<file path="src/rtl/eth_latency_measurer_stats.sv">
`default_nettype none
// ============================================================================
// Module      : eth_latency_measurer_stats
// Description : Accumulates ping/pong latency statistics from the latency
//               measurer coordinator and exposes a coherent snapshot through
//               a four-phase snap_req/snap_ack handshake.
// Revision    : 1.0 - initial release
// ============================================================================
module eth_latency_measurer_stats #(
    parameter int SUM_WIDTH     = 64,
    parameter bit CLEAR_ON_SNAP = 1'b1
) (
    input  logic                 clk,
    input  logic                 rst,
    input  logic                 clear,
    input  logic                 done,
    input  logic [31:0]          ping_time,
    input  logic [31:0]          pong_time,
    input  logic                 snap_req,
    output logic                 snap_ack,
    output logic [63:0]          samples,
    output logic [63:0]          pings_lost,
    output logic [63:0]          pongs_lost,
    output logic [31:0]          ping_min,
    output logic [31:0]          ping_max,
    output logic [SUM_WIDTH-1:0] ping_sum,
    output logic [31:0]          pong_min,
    output logic [31:0]          pong_max,
    output logic [SUM_WIDTH-1:0] pong_sum
);

    typedef enum logic [1:0] {
        ST_IDLE = 2'b01,
        ST_HOLD = 2'b10
    } state_t;

    state_t r_state;
    state_t w_next_state;
    logic   w_capture;
    logic   r_ack;

    // Live accumulators
    logic [63:0]          r_l_samples, r_l_pings_lost, r_l_pongs_lost;
    logic [31:0]          r_l_ping_min, r_l_ping_max, r_l_pong_min, r_l_pong_max;
    logic [SUM_WIDTH-1:0] r_l_ping_sum, r_l_pong_sum;

    // Live accumulators with this cycle's sample folded in
    logic [63:0]          w_a_samples, w_a_pings_lost, w_a_pongs_lost;
    logic [31:0]          w_a_ping_min, w_a_ping_max, w_a_pong_min, w_a_pong_max;
    logic [SUM_WIDTH-1:0] w_a_ping_sum, w_a_pong_sum;

    // Snapshot registers
    logic [63:0]          r_s_samples, r_s_pings_lost, r_s_pongs_lost;
    logic [31:0]          r_s_ping_min, r_s_ping_max, r_s_pong_min, r_s_pong_max;
    logic [SUM_WIDTH-1:0] r_s_ping_sum, r_s_pong_sum;

    // One extra bit on the adders exposes the carry used for saturation
    logic [SUM_WIDTH:0] w_ping_add, w_pong_add;
    assign w_ping_add = {1'b0, r_l_ping_sum} + {{(SUM_WIDTH-31){1'b0}}, ping_time};
    assign w_pong_add = {1'b0, r_l_pong_sum} + {{(SUM_WIDTH-31){1'b0}}, pong_time};

    // Classify the incoming result and fold it into a copy of the live stats
    always_comb begin
        w_a_samples    = r_l_samples;
        w_a_pings_lost = r_l_pings_lost;
        w_a_pongs_lost = r_l_pongs_lost;
        w_a_ping_min   = r_l_ping_min;
        w_a_ping_max   = r_l_ping_max;
        w_a_ping_sum   = r_l_ping_sum;
        w_a_pong_min   = r_l_pong_min;
        w_a_pong_max   = r_l_pong_max;
        w_a_pong_sum   = r_l_pong_sum;
        if (done) begin
            if (ping_time == 32'hFFFF_FFFF) begin
                if (r_l_pings_lost != {64{1'b1}})
                    w_a_pings_lost = r_l_pings_lost + 64'd1;
            end else if (pong_time == 32'hFFFF_FFFF) begin
                if (r_l_pongs_lost != {64{1'b1}})
                    w_a_pongs_lost = r_l_pongs_lost + 64'd1;
            end else begin
                if (r_l_samples != {64{1'b1}})
                    w_a_samples = r_l_samples + 64'd1;
                if (ping_time < r_l_ping_min) w_a_ping_min = ping_time;
                if (ping_time > r_l_ping_max) w_a_ping_max = ping_time;
                if (pong_time < r_l_pong_min) w_a_pong_min = pong_time;
                if (pong_time > r_l_pong_max) w_a_pong_max = pong_time;
                w_a_ping_sum = w_ping_add[SUM_WIDTH] ? {SUM_WIDTH{1'b1}}
                                                     : w_ping_add[SUM_WIDTH-1:0];
                w_a_pong_sum = w_pong_add[SUM_WIDTH] ? {SUM_WIDTH{1'b1}}
                                                     : w_pong_add[SUM_WIDTH-1:0];
            end
        end
    end

    // Handshake next-state decode; an illegal encoding falls back to idle
    always_comb begin
        w_next_state = r_state;
        w_capture    = 1'b0;
        case (r_state)
            ST_IDLE: begin
                if (snap_req) begin
                    w_capture    = 1'b1;
                    w_next_state = ST_HOLD;
                end
            end
            ST_HOLD: begin
                if (!snap_req)
                    w_next_state = ST_IDLE;
            end
            default: w_next_state = ST_IDLE;
        endcase
    end

    // State register and registered acknowledge
    always_ff @(posedge clk) begin
        if (rst) begin
            r_state <= ST_IDLE;
            r_ack   <= 1'b0;
        end else begin
            r_state <= w_next_state;
            r_ack   <= (w_next_state == ST_HOLD);
        end
    end

    // Live accumulators: empty on reset, clear, or capture when restarting per snapshot
    always_ff @(posedge clk) begin
        if (rst || clear || (w_capture && CLEAR_ON_SNAP)) begin
            r_l_samples    <= '0;
            r_l_pings_lost <= '0;
            r_l_pongs_lost <= '0;
            r_l_ping_min   <= 32'hFFFF_FFFF;
            r_l_ping_max   <= '0;
            r_l_ping_sum   <= '0;
            r_l_pong_min   <= 32'hFFFF_FFFF;
            r_l_pong_max   <= '0;
            r_l_pong_sum   <= '0;
        end else begin
            r_l_samples    <= w_a_samples;
            r_l_pings_lost <= w_a_pings_lost;
            r_l_pongs_lost <= w_a_pongs_lost;
            r_l_ping_min   <= w_a_ping_min;
            r_l_ping_max   <= w_a_ping_max;
            r_l_ping_sum   <= w_a_ping_sum;
            r_l_pong_min   <= w_a_pong_min;
            r_l_pong_max   <= w_a_pong_max;
            r_l_pong_sum   <= w_a_pong_sum;
        end
    end

    // Snapshot capture includes a coincident sample and ignores clear
    always_ff @(posedge clk) begin
        if (rst) begin
            r_s_samples    <= '0;
            r_s_pings_lost <= '0;
            r_s_pongs_lost <= '0;
            r_s_ping_min   <= 32'hFFFF_FFFF;
            r_s_ping_max   <= '0;
            r_s_ping_sum   <= '0;
            r_s_pong_min   <= 32'hFFFF_FFFF;
            r_s_pong_max   <= '0;
            r_s_pong_sum   <= '0;
        end else if (w_capture) begin
            r_s_samples    <= w_a_samples;
            r_s_pings_lost <= w_a_pings_lost;
            r_s_pongs_lost <= w_a_pongs_lost;
            r_s_ping_min   <= w_a_ping_min;
            r_s_ping_max   <= w_a_ping_max;
            r_s_ping_sum   <= w_a_ping_sum;
            r_s_pong_min   <= w_a_pong_min;
            r_s_pong_max   <= w_a_pong_max;
            r_s_pong_sum   <= w_a_pong_sum;
        end
    end

    assign snap_ack   = r_ack;
    assign samples    = r_s_samples;
    assign pings_lost = r_s_pings_lost;
    assign pongs_lost = r_s_pongs_lost;
    assign ping_min   = r_s_ping_min;
    assign ping_max   = r_s_ping_max;
    assign ping_sum   = r_s_ping_sum;
    assign pong_min   = r_s_pong_min;
    assign pong_max   = r_s_pong_max;
    assign pong_sum   = r_s_pong_sum;

endmodule
`default_nettype wire

</file>
<file path="config.mk">
export PLATFORM = sky130hd
export DESIGN_NAME = eth_latency_measurer_stats
export DESIGN_NICKNAME = d
export VERILOG_FILES = /design/src/rtl/eth_latency_measurer_stats.sv
export SDC_FILE = /design/constraint.sdc
export NUM_CORES = 2
export LEC_CHECK = 0
export ABC_CLOCK_PERIOD_IN_PS = 9600
export CAP_MARGIN = 0
export CORE_UTILIZATION = 61
export DETAILED_ROUTE_END_ITERATION = 12
export PLACE_DENSITY = 0.93
export SYNTH_ARGS = -nofsm -noshare
export SYNTH_HDL_FRONTEND = slang
export SYNTH_SLANG_ARGS = --single-unit
export TNS_END_PERCENT = 20
</file>
<file path="constraint.sdc">
create_clock -name clk -period 9.6 [get_ports clk]
set_clock_uncertainty 0.15 [all_clocks]
set_input_delay 1.44 -clock clk [delete_from_list [all_inputs] [get_ports clk]]
set_output_delay 1.44 -clock clk [all_outputs]
set_load 0.05 [all_outputs]
</file>
==> impl_metrics.tcl <==
set metrics [dict create \
    outcome "finished clean" \
    cts_buffers 90 \
    layout_commonest_cell "dfxtp_1" \
    clk_latency_ps 680 \
    grt_max_degree 182 \
    path_class "in2reg" \
    final_layout_size_suffix_gt1_frac 0.0517 \
    die_w_um 265 \
    grt_use_total 0.375 \
    synth_edf_count 0 \
    die_h_um 265 \
    clockBufferDepth 3 \
    pin_count 518 \
    clock-root-buffer "clkbuf_16" \
    cts.clk_slew.worst_paths_ps 60 \
    clkSinkCount 899 \
    postCtsSetupBuffers 0 \
    yosysSeqAreaShare 0.427 \
    io_buffers 517 \
    syn_area_um2 42100 \
    drv_cap 0 \
    antenna_found_initial 15 \
    cts_max_level 3 \
    synthDistinctLibCells 93 \
    yosys_warnings 0 \
    rsz0062_at_grt "no" \
    grt_pass1_vias 37939 \
    wirelength_mm 137 \
    coreArea_um2 67800 \
    netlist_instances 4871 \
    power_mw 12.9 \
    area_growth_syn_to_layout_pct 20.6 \
    start_util 0.622 \
    grt-ovfl-total 0 \
    start_kind "primary input" \
    post-route-drc-count 0 \
    wire_per_inst_um 22.3 \
    fill_cells 4335 \
    peakVddDrop_v 0.000255 \
    synthFlopType "dfxtp_1" \
    dr.pass1.iters 8 \
    min_period_ps 5890 \
    syn_area_per_cell_um2 8.65 \
    nets 5456 \
    timing.final.crit_share 0.613 \
    via_count 39848 \
    rows 95 \
    slew_headroom 0.198 \
    worstMarginPinSlew_ps 1200 \
    path_max_fanout 75 \
    ant_nets 0 \
    cts_tree "yes" \
    power_density_nw_per_um2 253 \
    final.setup.tns_ps 0 \
    die-area_um2 70100 \
    cts-hold-fix-buffers 0 \
    ys_seq_elements 899 \
    critPathRequiredTime_ps 9960 \
    critical_path_arrival_ps 6240 \
    final_cell_mix "dfxtp_1 (899), nor2_1 (794), clkdlybuf4s50_1 (516)" \
    finalMaxSlewViolations 0 \
    p_leak_nw 18.9 \
    cts_resized 0 \
    timing.fmax_mhz 170 \
    first_iter_violations 4320 \
    hold_viol_final 0 \
    vias_per_cell 6.48 \
    place.gp.congestion 0.995 \
    setup_viol 0 \
    post-dp-hpwl_mm 90.8 \
    syn_nets 5137 \
    end_kind "flip-flop" \
    grt_pass1_wl_mm 211 \
    hold_class "reg2reg" \
    async_flop_share 0 \
]
[cell families after synthesis]
| logic type | synth area share |
|---|---|
| flops | 0.427 |
| compound gates | 0.178 |
| fa+ha+maj | 0.0589 |
| buf+inv | 0.0458 |
| simple gates | 0.208 |
| xor+xnor | 0.0576 |
| mux | 0.0247 |
[through the flow]
stage	cell area, um^2	cells	hold WS (ps)	utilization	setup slack, ps
after global routing	50800	6146	329	0.750	3530
after floorplan	42100	4871	308	-	5060
after detailed placement	47500	5971	301	0.702	3200
final	50800	6146	308	0.750	3710
after CTS	50800	6137	309	0.750	3830
after global placement	47500	5971	294	0.702	3300
[worst max-delay path, cell delays in order]
cell and delay, ps:
clkdlybuf4s50_1 640, nand4_1 280, nor4_1 140, nand2_1 170
and3_4 700, buf_4 760, o21ai_0 510, or2_2 530
nor2_1 460, nor4b_1 420, o31ai_1 130
[routing by layer]
layer / GRT usage / share of wire
met1: 0.476 / 0.39
met2: 0.571 / 0.44
met3: 0.0989 / 0.10
met4: 0.225 / 0.064
met5: 0 / 0.00039
[power breakdown]
group,internal [mW],switching [mW],total (mW)
clock network,2.24,1.59,3.84
registers,4.23,0.356,4.59
logic,1.32,3.12,4.45
[path summary, 6_finish.rpt]
| path | from | endpoint | depth (start not counted) | slack [ps] |
|---|---|---|---|---|
| worst min register to register | pong_sum[1] | pong_sum[1] | 2 | 310 |
| worst min-delay path | pong_sum[1] | pong_sum[1] | 2 | 310 |
| worst max register to register | r_l_pong_sum[0] | pong_sum[37] | 11 | 4780 |
| worst max-delay path | ping_time[13] | ping_sum[39] | 11 | 3710 |
[synthesized netlist by cell type, types with 20 or more instances]
cell	number	area share
nor4_1	68	0.010
dfxtp_1	899	0.43
and2_1	27	0.0040
nand3_1	153	0.018
o211ai_1	38	0.0068
ha_1	195	0.058
nand2_1	247	0.022
and4_1	38	0.0079
nand3b_1	24	0.0043
a21oi_1	185	0.022
clkbuf_1	287	0.026
o31ai_1	28	0.0050
a21o_1	91	0.016
a2111oi_0	50	0.010
nor2_1	795	0.071
mux2i_1	103	0.024
nor3_1	213	0.025
o21ai_0	90	0.011
a31oi_1	20	0.0030
nand4_1	110	0.016
and3_1	47	0.0070
o22ai_1	22	0.0033
inv_1	176	0.016
xor2_1	129	0.027
xnor2_1	148	0.031
a211oi_1	388	0.069
a311oi_1	33	0.0069
buf_2	28	0.0033
[final cells by class]
cell class / count / area (um^2) / share of cell area
clock inverter: 43 / 626 / 0.0123
sequential: 899 / 18000 / 0.354
timing repair buffer: 553 / 5460 / 0.107
antenna: 9 / 22.5 / 0.000443
tap: 873 / 1090 / 0.0215
multi-input combinational: 3470 / 22300 / 0.439
clock buffer: 123 / 2640 / 0.0519
inverter: 176 / 661 / 0.0130
Power figures use the tool's default switching activity.
